[src/rtl/mux_rr_arb_nb_if.sv]
// Handshake bundle for the arbitrating mux: CH producer lanes in, one consumer lane out.
// The mux sits on the slave modport; whoever drives the producers and consumer uses master.
interface mux_rr_arb_nb_if #(
    parameter int n  = 8,
    parameter int CH = 16
);
    logic [CH*n-1:0] D_IN;
    logic [CH-1:0]   VALID_IN;
    logic [CH-1:0]   READY_OUT;
    logic            FORCE_EN;
    logic [3:0]      FORCE_SEL;
    logic [n-1:0]    D_OUT;
    logic            VALID_OUT;
    logic            READY_IN;
    logic [3:0]      SEL_OUT;

    modport slave (
        input  D_IN, VALID_IN, FORCE_EN, FORCE_SEL, READY_IN,
        output READY_OUT, D_OUT, VALID_OUT, SEL_OUT
    );

    modport master (
        output D_IN, VALID_IN, FORCE_EN, FORCE_SEL, READY_IN,
        input  READY_OUT, D_OUT, VALID_OUT, SEL_OUT
    );
endinterface

[src/rtl/mux_rr_arb_nb.sv]
// N-channel arbitrating mux with a registered output stage.
// Round-robin or fixed-priority grant, with a manual override; one word per cycle.
module mux_rr_arb_nb #(
    parameter int n    = 8,
    parameter int CH   = 16,
    parameter int MODE = 0
) (
    input  logic              CLK,
    input  logic              RST,
    mux_rr_arb_nb_if.slave    bus
);
    logic [n-1:0] r_dout;
    logic         r_vout;
    logic [3:0]   r_sel;
    logic [3:0]   r_ptr;

    logic [15:0]  w_vld16;
    logic [15:0]  w_oh;
    logic [3:0]   w_gnt;
    logic         w_gnt_vld;
    logic         w_can_load;
    logic         w_xfer;
    logic [n-1:0] w_din;

    // Padding to 16 lanes makes out-of-range FORCE_SEL read as "not valid".
    always_comb begin
        w_vld16         = '0;
        w_vld16[CH-1:0] = bus.VALID_IN;
    end

    always_comb begin
        w_gnt     = '0;
        w_gnt_vld = 1'b0;
        if (bus.FORCE_EN) begin
            w_gnt     = bus.FORCE_SEL;
            w_gnt_vld = w_vld16[bus.FORCE_SEL];
        end else if (MODE == 1) begin
            for (int i = CH - 1; i >= 0; i--) begin
                if (bus.VALID_IN[i]) begin
                    w_gnt     = 4'(i);
                    w_gnt_vld = 1'b1;
                end
            end
        end else begin
            // Walk backwards so the smallest offset from the pointer wins.
            for (int k = CH - 1; k >= 0; k--) begin
                if (w_vld16[4'((int'(r_ptr) + k) % CH)]) begin
                    w_gnt     = 4'((int'(r_ptr) + k) % CH);
                    w_gnt_vld = 1'b1;
                end
            end
        end
    end

    always_comb begin
        w_din = '0;
        for (int i = 0; i < CH; i++) begin
            if (w_gnt == 4'(i)) w_din = bus.D_IN[i*n +: n];
        end
    end

    assign w_can_load    = ~r_vout | bus.READY_IN;
    assign w_xfer        = w_can_load & w_gnt_vld & ~RST;
    assign w_oh          = 16'(1) << w_gnt;
    assign bus.READY_OUT = w_xfer ? w_oh[CH-1:0] : '0;

    always_ff @(posedge CLK) begin
        if (RST) begin
            r_dout <= '0;
            r_vout <= 1'b0;
            r_sel  <= '0;
            r_ptr  <= '0;
        end else if (w_xfer) begin
            r_dout <= w_din;
            r_sel  <= w_gnt;
            r_vout <= 1'b1;
            if (!bus.FORCE_EN && MODE == 0)
                r_ptr <= (w_gnt == 4'(CH - 1)) ? 4'd0 : w_gnt + 4'd1;
        end else if (r_vout && bus.READY_IN) begin
            r_vout <= 1'b0;
        end
    end

    assign bus.D_OUT     = r_dout;
    assign bus.VALID_OUT = r_vout;
    assign bus.SEL_OUT   = r_sel;
endmodule

[src/flat_wrapper.sv]
// flat-port wrapper written by rule: the top's interface ports become plain ports
module mux_rr_arb_nb_flat 
#(
    parameter int n    = 8,
    parameter int CH   = 16,
    parameter int MODE = 0
)
  (CLK, RST, bus_D_IN, bus_VALID_IN, bus_FORCE_EN, bus_FORCE_SEL, bus_READY_IN, bus_READY_OUT, bus_D_OUT, bus_VALID_OUT, bus_SEL_OUT);
  mux_rr_arb_nb_if #(.n(n), .CH(CH)) bus_i ();
  input  logic CLK;
  input  logic RST;
  input wire logic [$bits(bus_i.D_IN)-1:0] bus_D_IN;
  input wire logic [$bits(bus_i.VALID_IN)-1:0] bus_VALID_IN;
  input wire logic [$bits(bus_i.FORCE_EN)-1:0] bus_FORCE_EN;
  input wire logic [$bits(bus_i.FORCE_SEL)-1:0] bus_FORCE_SEL;
  input wire logic [$bits(bus_i.READY_IN)-1:0] bus_READY_IN;
  output wire logic [$bits(bus_i.READY_OUT)-1:0] bus_READY_OUT;
  output wire logic [$bits(bus_i.D_OUT)-1:0] bus_D_OUT;
  output wire logic [$bits(bus_i.VALID_OUT)-1:0] bus_VALID_OUT;
  output wire logic [$bits(bus_i.SEL_OUT)-1:0] bus_SEL_OUT;
  assign bus_i.D_IN = bus_D_IN;
  assign bus_i.VALID_IN = bus_VALID_IN;
  assign bus_i.FORCE_EN = bus_FORCE_EN;
  assign bus_i.FORCE_SEL = bus_FORCE_SEL;
  assign bus_i.READY_IN = bus_READY_IN;
  assign bus_READY_OUT = bus_i.READY_OUT;
  assign bus_D_OUT = bus_i.D_OUT;
  assign bus_VALID_OUT = bus_i.VALID_OUT;
  assign bus_SEL_OUT = bus_i.SEL_OUT;
  mux_rr_arb_nb #(.n(n), .CH(CH), .MODE(MODE)) u_core (.CLK(CLK), .RST(RST), .bus(bus_i));
endmodule
[config.mk]
export PLATFORM = sky130hd
export DESIGN_NAME = mux_rr_arb_nb_flat
export DESIGN_NICKNAME = d
export VERILOG_FILES = /design/src/rtl/mux_rr_arb_nb_if.sv /design/src/rtl/mux_rr_arb_nb.sv /design/src/flat_wrapper.sv
export SDC_FILE = /design/constraint.sdc
export NUM_CORES = 1
export LEC_CHECK = 0
export CAP_MARGIN = 20
export CELL_PAD_IN_SITES_DETAIL_PLACEMENT = 2
export CELL_PAD_IN_SITES_GLOBAL_PLACEMENT = 2
export CORE_AREA = 2 2 133 148
export DETAILED_ROUTE_END_ITERATION = 8
export DIE_AREA = 0 0 135 150
export PLACE_DENSITY = 0.87
export SLEW_MARGIN = 20
export SYNTH_ARGS = -nofsm -noshare
export SYNTH_HDL_FRONTEND = slang
export SYNTH_SLANG_ARGS = --single-unit
[constraint.sdc]
create_clock -name CLK -period 8.3 [get_ports CLK]
set_input_delay 1.66 -clock CLK [delete_from_list [all_inputs] [get_ports CLK]]
set_output_delay 1.66 -clock CLK [all_outputs]
set_load 0.01 [all_outputs]
==> out/metrics.yaml, run 1 <==
setup_path:
  r2r_slack_ps: 1590
  r2r_start: "u_core.r_ptr[0]"
  crit_type: "in2out"
  ff2ff_path_depth: 23
  required_ps: 6640
  r2r_end: "u_core.bus.D_OUT[5]"
  crit_fanout: 8
  critPathArrivalTime_ps: 6240
  crit_path_end_kind: "output pin"
  critPathLaunchType: "input pin"
hold_path:
  hp-class: "reg2reg"
  hold_depth: 2
  hold_end: "u_core.bus.SEL_OUT[1]"
  worstHoldStart: "u_core.bus.SEL_OUT[1]"
yosys:
  synth_seq_cells: 17
  synth_area_per_cell_um2: 7.85
  synthAdderAreaFrac: 0.0353
  yosysUniqueCellTypes: 68
  synth-compound-area-share: 0.322
  synth_ff_type: "dfxtp_1"
  synth-seq-area-share: 0.0739
  synth_edf_count: 0
  ys_async_sr_fraction: 0
  synth.area.mux_share: 0.296
  syn_nets: 752
  ys_top_cells_by_area: "mux4_2, dfxtp_1, mux2i_1, a21oi_1, nand2_1"
  synth.top_cell.area_share: 0.176
  ys.warnings.count: 0
  synth_xor_area_frac: 0.0299
  synth_common_cells: "nand2_1, nor2_1, a21oi_1"
  syn_area_um2: 4610
  synth_cells: 587
  synth_top_family_by_area: "compound AO/OA/AOI/OAI gates"
  yosysMostFrequentCell: "nand2_1"
  synth-simple-area-share: 0.170
  synth_top_area_cell: "mux4_2"
final_layout:
  diodes: 0
  area_growth_syn_to_layout_pct: 46.0
  final_util: 0.357
  nets: 908
  layoutNonFillerInstCount: 989
  drive_gt1_frac: 0.125
  fin_area_um2: 6730
power:
  p_sw_frac: 0.530
  p_per_area_nw_per_um2: 193
  p_int_uw: 611
  leakage_nw: 2.39
  p_comb_frac: 0.838
  max-vdd-ir-drop_mv: 0.0851
  power.switching_uw: 688
  pwr-share-seq: 0.083
  clkPwrFrac: 0.079
clocking:
  cts_tree: "built"
  cts_buffer_depth: 2
  insertion_delay_ps: 260
  cts_setup_buffers: 0
  hold_buffers: 0
  path_clk_slew_ps: 60
  ctsResizeCount: 0
  cts-buffers-inserted: 3
  cts_sinks: 17
  cts_max_level: 1
  clockRootBuffer: "clkbuf_16"
global_route:
  grt_max_degree: 48
  met3_usage: 0.0518
  met2_usage: 0.458
  antenna_found_initial: 0
  grt-busiest-layer: "met2"
  grt_pass1_vias: 6490
  track_usage: 0.241
  grtUsageMet1: 0.259
  grt_pass1_wl_um: 37600
  overflow: 0
drt:
  wl_per_cell_um: 24.8
  firstDrtPassIters: 6
  routed_via_density: 6.01
  drc: 0
  drtAntennaViolNets: 0
  drt-initial-drc-count: 338
  vias: 5945
  finalWirelength_um: 24500
timing:
  tightest_slew_ps: 801
  rsz0062_at_grt: "false"
  finalCritPeriodShare: 0.952
  fin_setup_tns_ps: 0
  setup_viol: 0
  clock_skew_ps: 1.15
  fmax_mhz: 127
  finalWorstSetupSlack_ps: 396
  relSlewSlack: 0.464
  fin_crit_ps: 7900
  timing_hold_violations_final: 0
  final_max_slew_viol_count: 0
die:
  boundaryPins: 181
  die_area_um2: 20300
  core_um2: 18800
  initial_utilization: 0.245
  die_x_um: 135
  die_h_um: 150
  placementRows: 53
flow_run:
  max-cap-violations: 0
placement:
  place.gp.congestion: 0.958
  dp.cells: 985
  dpl-instance-area_um2: 6640
  dp_hpwl_um: 19600
  port_buffers: 180
  post-place-ws_ps: 533
run_status:
  outcome: "completed"
## worst max-delay path, stage by stage
cell and delay (ps):
clkdlybuf4s50_1 600, mux4_2 620, mux2_2 370, mux2i_1 400, o21ai_0 230, a311oi_1 400, nor3b_1 320, or2_1 260
ha_1 360, clkinv_1 200, nor3_1 230, clkdlybuf4s50_1 590
## per-layer routing
layer	vias to the layer above	share of wire
met5	-	0
met4	0	0.043
met3	79	0.069
met2	289	0.52
met1	2956	0.36
li1	2621	-
## registers in the layout (all words and copies together), names as in the netlist
signal                count
u_core.bus.VALID_OUT      1
u_core.bus.D_OUT          8
u_core.bus.SEL_OUT        4
u_core.r_ptr              4
## cell usage in the layout, fill, tap and decap left out, types with 15 or more instances in the layout
cell type and n:
nand2_1 57, buf_4 21, dfxtp_1 17, mux4_2 36
nor3_1 15, clkdlybuf4s50_1 180, a21oi_1 46, o21ai_0 42
mux2_2 16, inv_1 16, mux2i_1 31, nor2_1 50
## worst max-delay path by stage
stage	start	to	cells after the start
floorplan	bus_VALID_IN[2]	bus_READY_OUT[2]	14
global placement	bus_VALID_IN[2]	bus_READY_OUT[2]	13
detailed placement	bus_VALID_IN[9]	bus_READY_OUT[6]	13
CTS	bus_VALID_IN[9]	bus_READY_OUT[6]	13
global route	bus_VALID_IN[12]	bus_READY_OUT[5]	14
finish	bus_VALID_IN[9]	bus_READY_OUT[5]	12
## power groups by stage
stage | sequential, mW | combinational, mW | clock [mW]
after floorplan | 0.113 | 0.687 | 0
after global placement | 0.109 | 1.04 | 0
after detailed placement | 0.109 | 1.07 | 0
after CTS | 0.108 | 1.08 | 0.104
after global routing | 0.109 | 1.17 | 0.108
final | 0.108 | 1.09 | 0.102
## layout make-up
class / instances / area, um^2
fill: 2172 / 12100
multi-input combinational: 500 / 3960
timing repair buffer: 201 / 1960
sequential: 17 / 340
tap: 247 / 309
clock buffer: 3 / 75.1
inverter: 20 / 75.1
clock inverter: 1 / 5.00
## kinds of logic (layout without fill, tap and decap cells)
kind of cell,after synthesis,in the layout
AO/OA/AOI/OAI,215,215
XOR/XNOR,14,14
adder cells (fa/ha/maj),13,13
buffers and inverters,70,225
flip-flops,17,17
multiplexers,87,87
AND/OR/NAND/NOR,171,171
## metrics by stage
step,hold slack [ps],power [mW]
2_1_floorplan,479,0.799
3_3_place_gp,446,1.15
3_5_place_dp,458,1.18
4_1_cts,466,1.29
5_1_grt,487,1.39
6_report,461,1.30
Power figures use the tool's default switching activity.
==> inputs of run 2 (changes only) <==
- CORE_AREA: 2 2 133 148 -> 3 3 134 149
- DIE_AREA: 0 0 135 150 -> 0 0 137 152
==> run 2 against run 1 <==
Effect of this change: setup slack got worse by 65 ps; first-iteration DRC count down 9.5%; clock skew about the same; maximum frequency down 0.81%; critical path depth is 3 higher; critical path type unchanged; power down 0.60%.
==> out/metrics.yaml, run 2 (same netlist as run 1, synthesis figures left out) <==
timing:
  final_max_slew_viol_count: 0  # unchanged
  fin_crit_ps: 7970  # was 7900 ps
  relSlewSlack: 0.498  # was 0.464
  rsz0062_at_grt: "false"  # unchanged
  fin_setup_tns_ps: 0  # unchanged
  whs_ps: 461  # about the same
  setup_viol: 0  # unchanged
  fmax_mhz: 125  # was 127 MHz
  finalCritPeriodShare: 0.960  # was 0.952
  tightest_slew_ps: 734  # was 801 ps
  timing_hold_violations_final: 0  # unchanged
  finalWorstSetupSlack_ps: 331  # was 396 ps
  clock_skew_ps: 0.905  # was 1.15 ps
clocking:
  clockRootBuffer: "clkbuf_16"  # unchanged
  insertion_delay_ps: 250  # was 260 ps
  hold_buffers: 0  # unchanged
  cts_buffer_depth: 2  # unchanged
  path_clk_slew_ps: 60  # about the same
  cts_sinks: 17  # unchanged
  cts_setup_buffers: 0  # unchanged
  cts_max_level: 1  # unchanged
  cts_tree: "built"  # unchanged
  cts-buffers-inserted: 3  # unchanged
  ctsResizeCount: 0  # unchanged
final_layout:
  largest_register_ffs: 8  # unchanged
  layout_common_cells: "clkdlybuf4s50_1, nand2_1, nor2_1"  # unchanged
  layout_commonest_cell: "clkdlybuf4s50_1"  # unchanged
  fillers: 2147  # was 2,172
  layoutNonFillerInstCount: 983  # was 989
  nets: 905  # was 908
  fin_area_um2: 6700  # was 6730 um^2
  area_growth_syn_to_layout_pct: 45.5  # was 46.0%
  drive_gt1_frac: 0.122  # was 0.125
setup_path:
  required_ps: 6640  # about the same
  crit_type: "in2out"  # unchanged
  crit_fanout: 8  # unchanged
  critPathArrivalTime_ps: 6310  # was 6240 ps
  critPathLaunchType: "input pin"  # unchanged
  r2r_end: "u_core.bus.D_OUT[5]"  # unchanged
  r2r_start: "u_core.r_ptr[2]"  # was u_core.r_ptr[0]
  ff2ff_path_depth: 23  # unchanged
  crit_path_end_kind: "output pin"  # unchanged
  r2r_slack_ps: 1800  # was 1590 ps
placement:
  dpl-instance-area_um2: 6610  # was 6640 um^2
  dp.cells: 978  # was 985
  place.gp.congestion: 0.881  # was 0.958
  post-place-ws_ps: 468  # was 533 ps
  port_buffers: 180  # unchanged
  dp_hpwl_um: 19400  # was 19,600 um
power:
  max-vdd-ir-drop_mv: 0.0771  # was 0.0851 mV
  p_per_area_nw_per_um2: 193  # about the same
  leakage_nw: 2.37  # was 2.39 nW
global_route:
  grt_pass1_vias: 6511  # was 6,490
  track_usage: 0.225  # was 0.241
  grt_max_degree: 48  # unchanged
  grt_pass1_wl_um: 36900  # was 37,600 um
  overflow: 0  # unchanged
  antenna_found_initial: 1  # was 0
flow_run:
  max-cap-violations: 0  # unchanged
drt:
  finalWirelength_um: 24400  # was 24,500 um
  routed_via_density: 5.98  # was 6.01
  drtAntennaViolNets: 0  # unchanged
  firstDrtPassIters: 5  # was 6
  wl_per_cell_um: 24.8  # about the same
  vias: 5874  # was 5,945
  drt-initial-drc-count: 306  # was 338
  drc: 0  # unchanged
die:
  initial_utilization: 0.249  # was 0.245
  die_h_um: 152  # was 150 um
  boundaryPins: 181  # unchanged
  placementRows: 52  # was 53
  core_um2: 18500  # was 18,800 um^2
  die_area_um2: 20800  # was 20,300 um^2
  die_x_um: 137  # was 135 um
hold_path:
  hold_end: "u_core.bus.SEL_OUT[2]"  # was u_core.bus.SEL_OUT[1]
  worstHoldStart: "u_core.bus.SEL_OUT[2]"  # was u_core.bus.SEL_OUT[1]
  hp-class: "reg2reg"  # unchanged
  hold_depth: 2  # unchanged
run_status:
  outcome: "completed"  # unchanged
==> run 2: final cells by class <==
cell class / count / area [um^2] / share of cell area
inverter: 20 / 75.1 / 0.0112
sequential: 17 / 340 / 0.0508
clock buffer: 3 / 75.1 / 0.0112
clock inverter: 1 / 5.00 / 0.000747
antenna: 1 / 2.50 / 0.000373
multi-input combinational: 500 / 3960 / 0.591
tap: 243 / 304 / 0.0454
timing repair buffer: 198 / 1940 / 0.289
==> run 2: critical path: stages <==
cell and delay, ps:
clkdlybuf4s50_1 590, mux4_2 630, mux2_2 300, mux2i_1 400, and4b_1 280, o21ai_0 80
o211a_1 150, a2111oi_0 360, nor3b_1 150, or2_1 320, inv_1 140, ha_1 330
inv_1 120, nor3_1 210, clkdlybuf4s50_1 570
==> run 2: where the power goes <==
part           internal (mW)  switching [mW]
logic                  0.445           0.639
clock network         0.0646          0.0365
registers             0.0973         0.00870
total                  0.607           0.684
==> run 2: layer usage <==
layer	routed length, um	global-route usage	share of wire
met4	930	0.0798	0.038
met3	1810	0.0526	0.074
met2	12800	0.416	0.53
met1	8800	0.245	0.36
met5	0	0	0
==> run 2: through the flow <==
stage	util	total power, mW
after global placement	0.358	1.15
final	0.363	1.29
after CTS	0.362	1.29
after floorplan	-	0.799
after global routing	0.363	1.39
after detailed placement	0.358	1.18
==> run 2: how the worst max path moves through the flow <==
stage / slack [ps] / end / start
final: 330 / bus_READY_OUT[6] / bus_VALID_IN[13]
after floorplan: 1480 / bus_READY_OUT[2] / bus_VALID_IN[2]
after detailed placement: 470 / bus_READY_OUT[6] / bus_VALID_IN[13]
after global routing: 30 / bus_READY_OUT[5] / bus_VALID_IN[8]
after CTS: 370 / bus_READY_OUT[6] / bus_VALID_IN[13]
after global placement: 590 / bus_READY_OUT[6] / bus_VALID_IN[5]
==> inputs of run 3 (changes only) <==
- CORE_AREA: 3 3 134 149 -> 3 3 129 143
- CTS_CLUSTER_SIZE: unset -> 12
- DIE_AREA: 0 0 137 152 -> 0 0 132 146
- PLACE_DENSITY: 0.87 -> 0.94
- clock period: 8.3 -> 10.1 ns (I/O delays scaled with it)
==> run 3 against run 2 <==
Effect of this change: sequential share of layout area about the same; sequential power down 16%; critical endpoint is now bus_READY_OUT[1]; wire length up 13%; flip-flop and latch count unchanged; highest routed layer unchanged; first-iteration DRC count up 30%; setup slack better by 880 ps; largest power group unchanged.
==> out/metrics.yaml, run 3 (same netlist as run 1, synthesis figures left out) <==
clocking:
  cts_max_level: 1  # unchanged
  ctsResizeCount: 0  # unchanged
  cts_buffer_depth: 2  # unchanged
  path_clk_slew_ps: 60  # about the same
  cts_setup_buffers: 0  # unchanged
  cts_tree: "built"  # unchanged
  hold_buffers: 0  # unchanged
  cts_sinks: 17  # unchanged
  clockRootBuffer: "clkbuf_16"  # unchanged
  insertion_delay_ps: 270  # was 250 ps
  cts-buffers-inserted: 3  # unchanged
final_layout:
  multiInputGateArea_um2: 3960  # unchanged
  drive_gt1_frac: 0.117  # was 0.122
  fillers: 1892  # was 2,147
  ff_latch_area_um2: 340  # unchanged
  layout_commonest_cell: "clkdlybuf4s50_1"  # unchanged
  layoutNonFillerInstCount: 969  # was 983
  largest_register_ffs: 8  # unchanged
  nets: 901  # was 905
  diodes: 0  # was 1
  area_growth_syn_to_layout_pct: 44.5  # was 45.5%
  layout_common_cells: "clkdlybuf4s50_1, nand2_1, nor2_1"  # unchanged
drt:
  top_layer_used: "met4"  # unchanged
  dr_wl_met2_um: 14000  # was 12,800 um
  drc: 0  # unchanged
  vias: 6005  # was 5,874
  drt-initial-drc-count: 399  # was 306
  met1_length_um: 10300  # was 8800 um
  finalWirelength_um: 27600  # was 24,400 um
  routed_via_density: 6.20  # was 5.98
  firstDrtPassIters: 5  # unchanged
  wl_per_cell_um: 28.5  # was 24.8 um
  route.met3.wl_um: 1890  # was 1810 um
  drtAntennaViolNets: 0  # unchanged
power:
  leakage_nw: 2.35  # was 2.37 nW
  clkPwrFrac: 0.080  # was 0.078
  p_sw_frac: 0.554  # was 0.530
  p_comb_frac: 0.840  # about the same
  p_int_uw: 494  # was 607 uW
  p_per_area_nw_per_um2: 166  # was 193 nW/um^2
  p_total_mw: 1.11  # was 1.29 mW
  pwr-share-seq: 0.080  # was 0.082
  power.switching_uw: 614  # was 684 uW
  max-vdd-ir-drop_mv: 0.0709  # was 0.0771 mV
global_route:
  grt_max_degree: 48  # unchanged
  track_usage: 0.275  # was 0.225
  antenna_found_initial: 0  # was 1
  grt_pass1_wl_um: 42100  # was 36,900 um
  grt_pass1_vias: 6851  # was 6,511
  overflow: 0  # unchanged
setup_path:
  crit_path_end_kind: "output pin"  # unchanged
  crit_family: "simple AND/OR/NAND/NOR gates"  # was buffers and inverters
  crit_slowest_cell: "clkdlybuf4s50_1"  # was mux4_2
  critPathBufInv: 3  # was 4
  crit_chain: "clkdlybuf4s50_1 > mux4_2 > mux2_2 > mux2i_2 > nand2b_1 > or3_1 > o21bai_1 > nor3b_1 > or2_1 > ha_1 > clkinv_1 > nor3_1 > clkdlybuf4s50_1"  # was clkdlybuf4s50_1 > mux4_2 > mux2_2 > mux2i_1 > and4b_1 > o21ai_0 > o211a_1 > a2111oi_0 > nor3b_1 > or2_1 > inv_1 > ha_1 > inv_1 > nor3_1 > clkdlybuf4s50_1
  crit_fanout: 9  # was 8
  critPathLaunchType: "input pin"  # unchanged
  r2r_slack_ps: 2740  # was 1800 ps
  required_ps: 8080  # was 6640 ps
  max_stage_delay_ps: 590  # was 630 ps
  cpMostUsedCell: "clkdlybuf4s50_1"
  critPathArrivalTime_ps: 6870  # was 6310 ps
  crit_type: "in2out"  # unchanged
timing:
  clock_skew_ps: 8.04  # was 0.905 ps
  tightest_slew_ps: 823  # was 734 ps
  fin_crit_ps: 8890
  final_max_slew_viol_count: 0  # unchanged
  fin_setup_tns_ps: 0  # unchanged
  finalCritPeriodShare: 0.880
  rsz0062_at_grt: "false"  # unchanged
  timing_hold_violations_final: 0  # unchanged
  finalWorstSetupSlack_ps: 1210  # was 331 ps
  relSlewSlack: 0.452  # was 0.498
  setup_viol: 0  # unchanged
  fmax_mhz: 113
placement:
  dp_hpwl_um: 20200  # was 19,400 um
  dp.cells: 965  # was 978
  place.gp.congestion: 0.976  # was 0.881
  port_buffers: 180  # unchanged
  post-place-ws_ps: 1450  # was 468 ps
run_status:
  outcome: "completed"  # unchanged
die:
  boundaryPins: 181  # unchanged
  die_h_um: 146  # was 152 um
  die_x_um: 132  # was 137 um
  die_area_um2: 19300  # was 20,800 um^2
  initial_utilization: 0.270  # was 0.249
  core_um2: 17100  # was 18,500 um^2
  placementRows: 50  # was 52
flow_run:
  max-cap-violations: 0  # unchanged
hold_path:
  hp-class: "reg2reg"  # unchanged
==> run 3: cell types whose count changed in the layout (fill, tap and decap cells not counted) <==
cell,delta
buf_4,-4
diode_2,-1
==> run 3: metal layers <==
layer	global-route usage	vias up
met5	0	-
met3	0.0453	90
met4	0.135	0
li1	-	2599
met2	0.495	351
met1	0.314	2965
==> run 3: power by group through the flow <==
stage | Sequential, mW | Clock (mW) | Combinational, mW
floorplan | 0.0926 | 0 | 0.564
global placement | 0.0882 | 0 | 0.842
detailed placement | 0.0890 | 0 | 0.884
CTS | 0.0887 | 0.0901 | 0.913
global route | 0.0897 | 0.0927 | 0.989
finish | 0.0887 | 0.0885 | 0.931
==> run 3: path summary, 6_finish.rpt <==
check | start | end | depth (start not counted)
worst max-delay path | bus_VALID_IN[11] | bus_READY_OUT[1] | 13
worst min-delay path | u_core.bus.SEL_OUT[0] | u_core.bus.SEL_OUT[0] | 2
worst max register to register | u_core.r_ptr[1] | u_core.bus.D_OUT[4] | 21
worst min register to register | u_core.bus.SEL_OUT[0] | u_core.bus.SEL_OUT[0] | 2
==> run 3: area by class of cell <==
| type | count | area share |
|---|---|---|
| well taps | 234 | 0.0440 |
| multi-input cells | 500 | 0.595 |
| flip-flops and latches | 17 | 0.0511 |
| inverters | 20 | 0.0113 |
| clock buffers | 3 | 0.0113 |
| repair buffers | 194 | 0.286 |
| clock inverters | 1 | 0.000752 |
==> run 3: tightest hold or removal path, delay by kind of cell, from the launching register on <==
| family | cells | cell delay [ps] |
|---|---|---|
| flip-flops | 1 | 320 |
| AO/OA/AOI/OAI | 1 | 60 |
| AND/OR/NAND/NOR | 1 | 60 |
==> run 3: metrics by stage <==
stage           util  hold slack [ps]  area [um^2]
3_3_place_gp   0.385              467         6570
5_1_grt        0.390              502         6660
3_5_place_dp   0.385              476         6570
6_report       0.390              485         6660
2_1_floorplan      -              479         4610
4_1_cts        0.389              486         6650
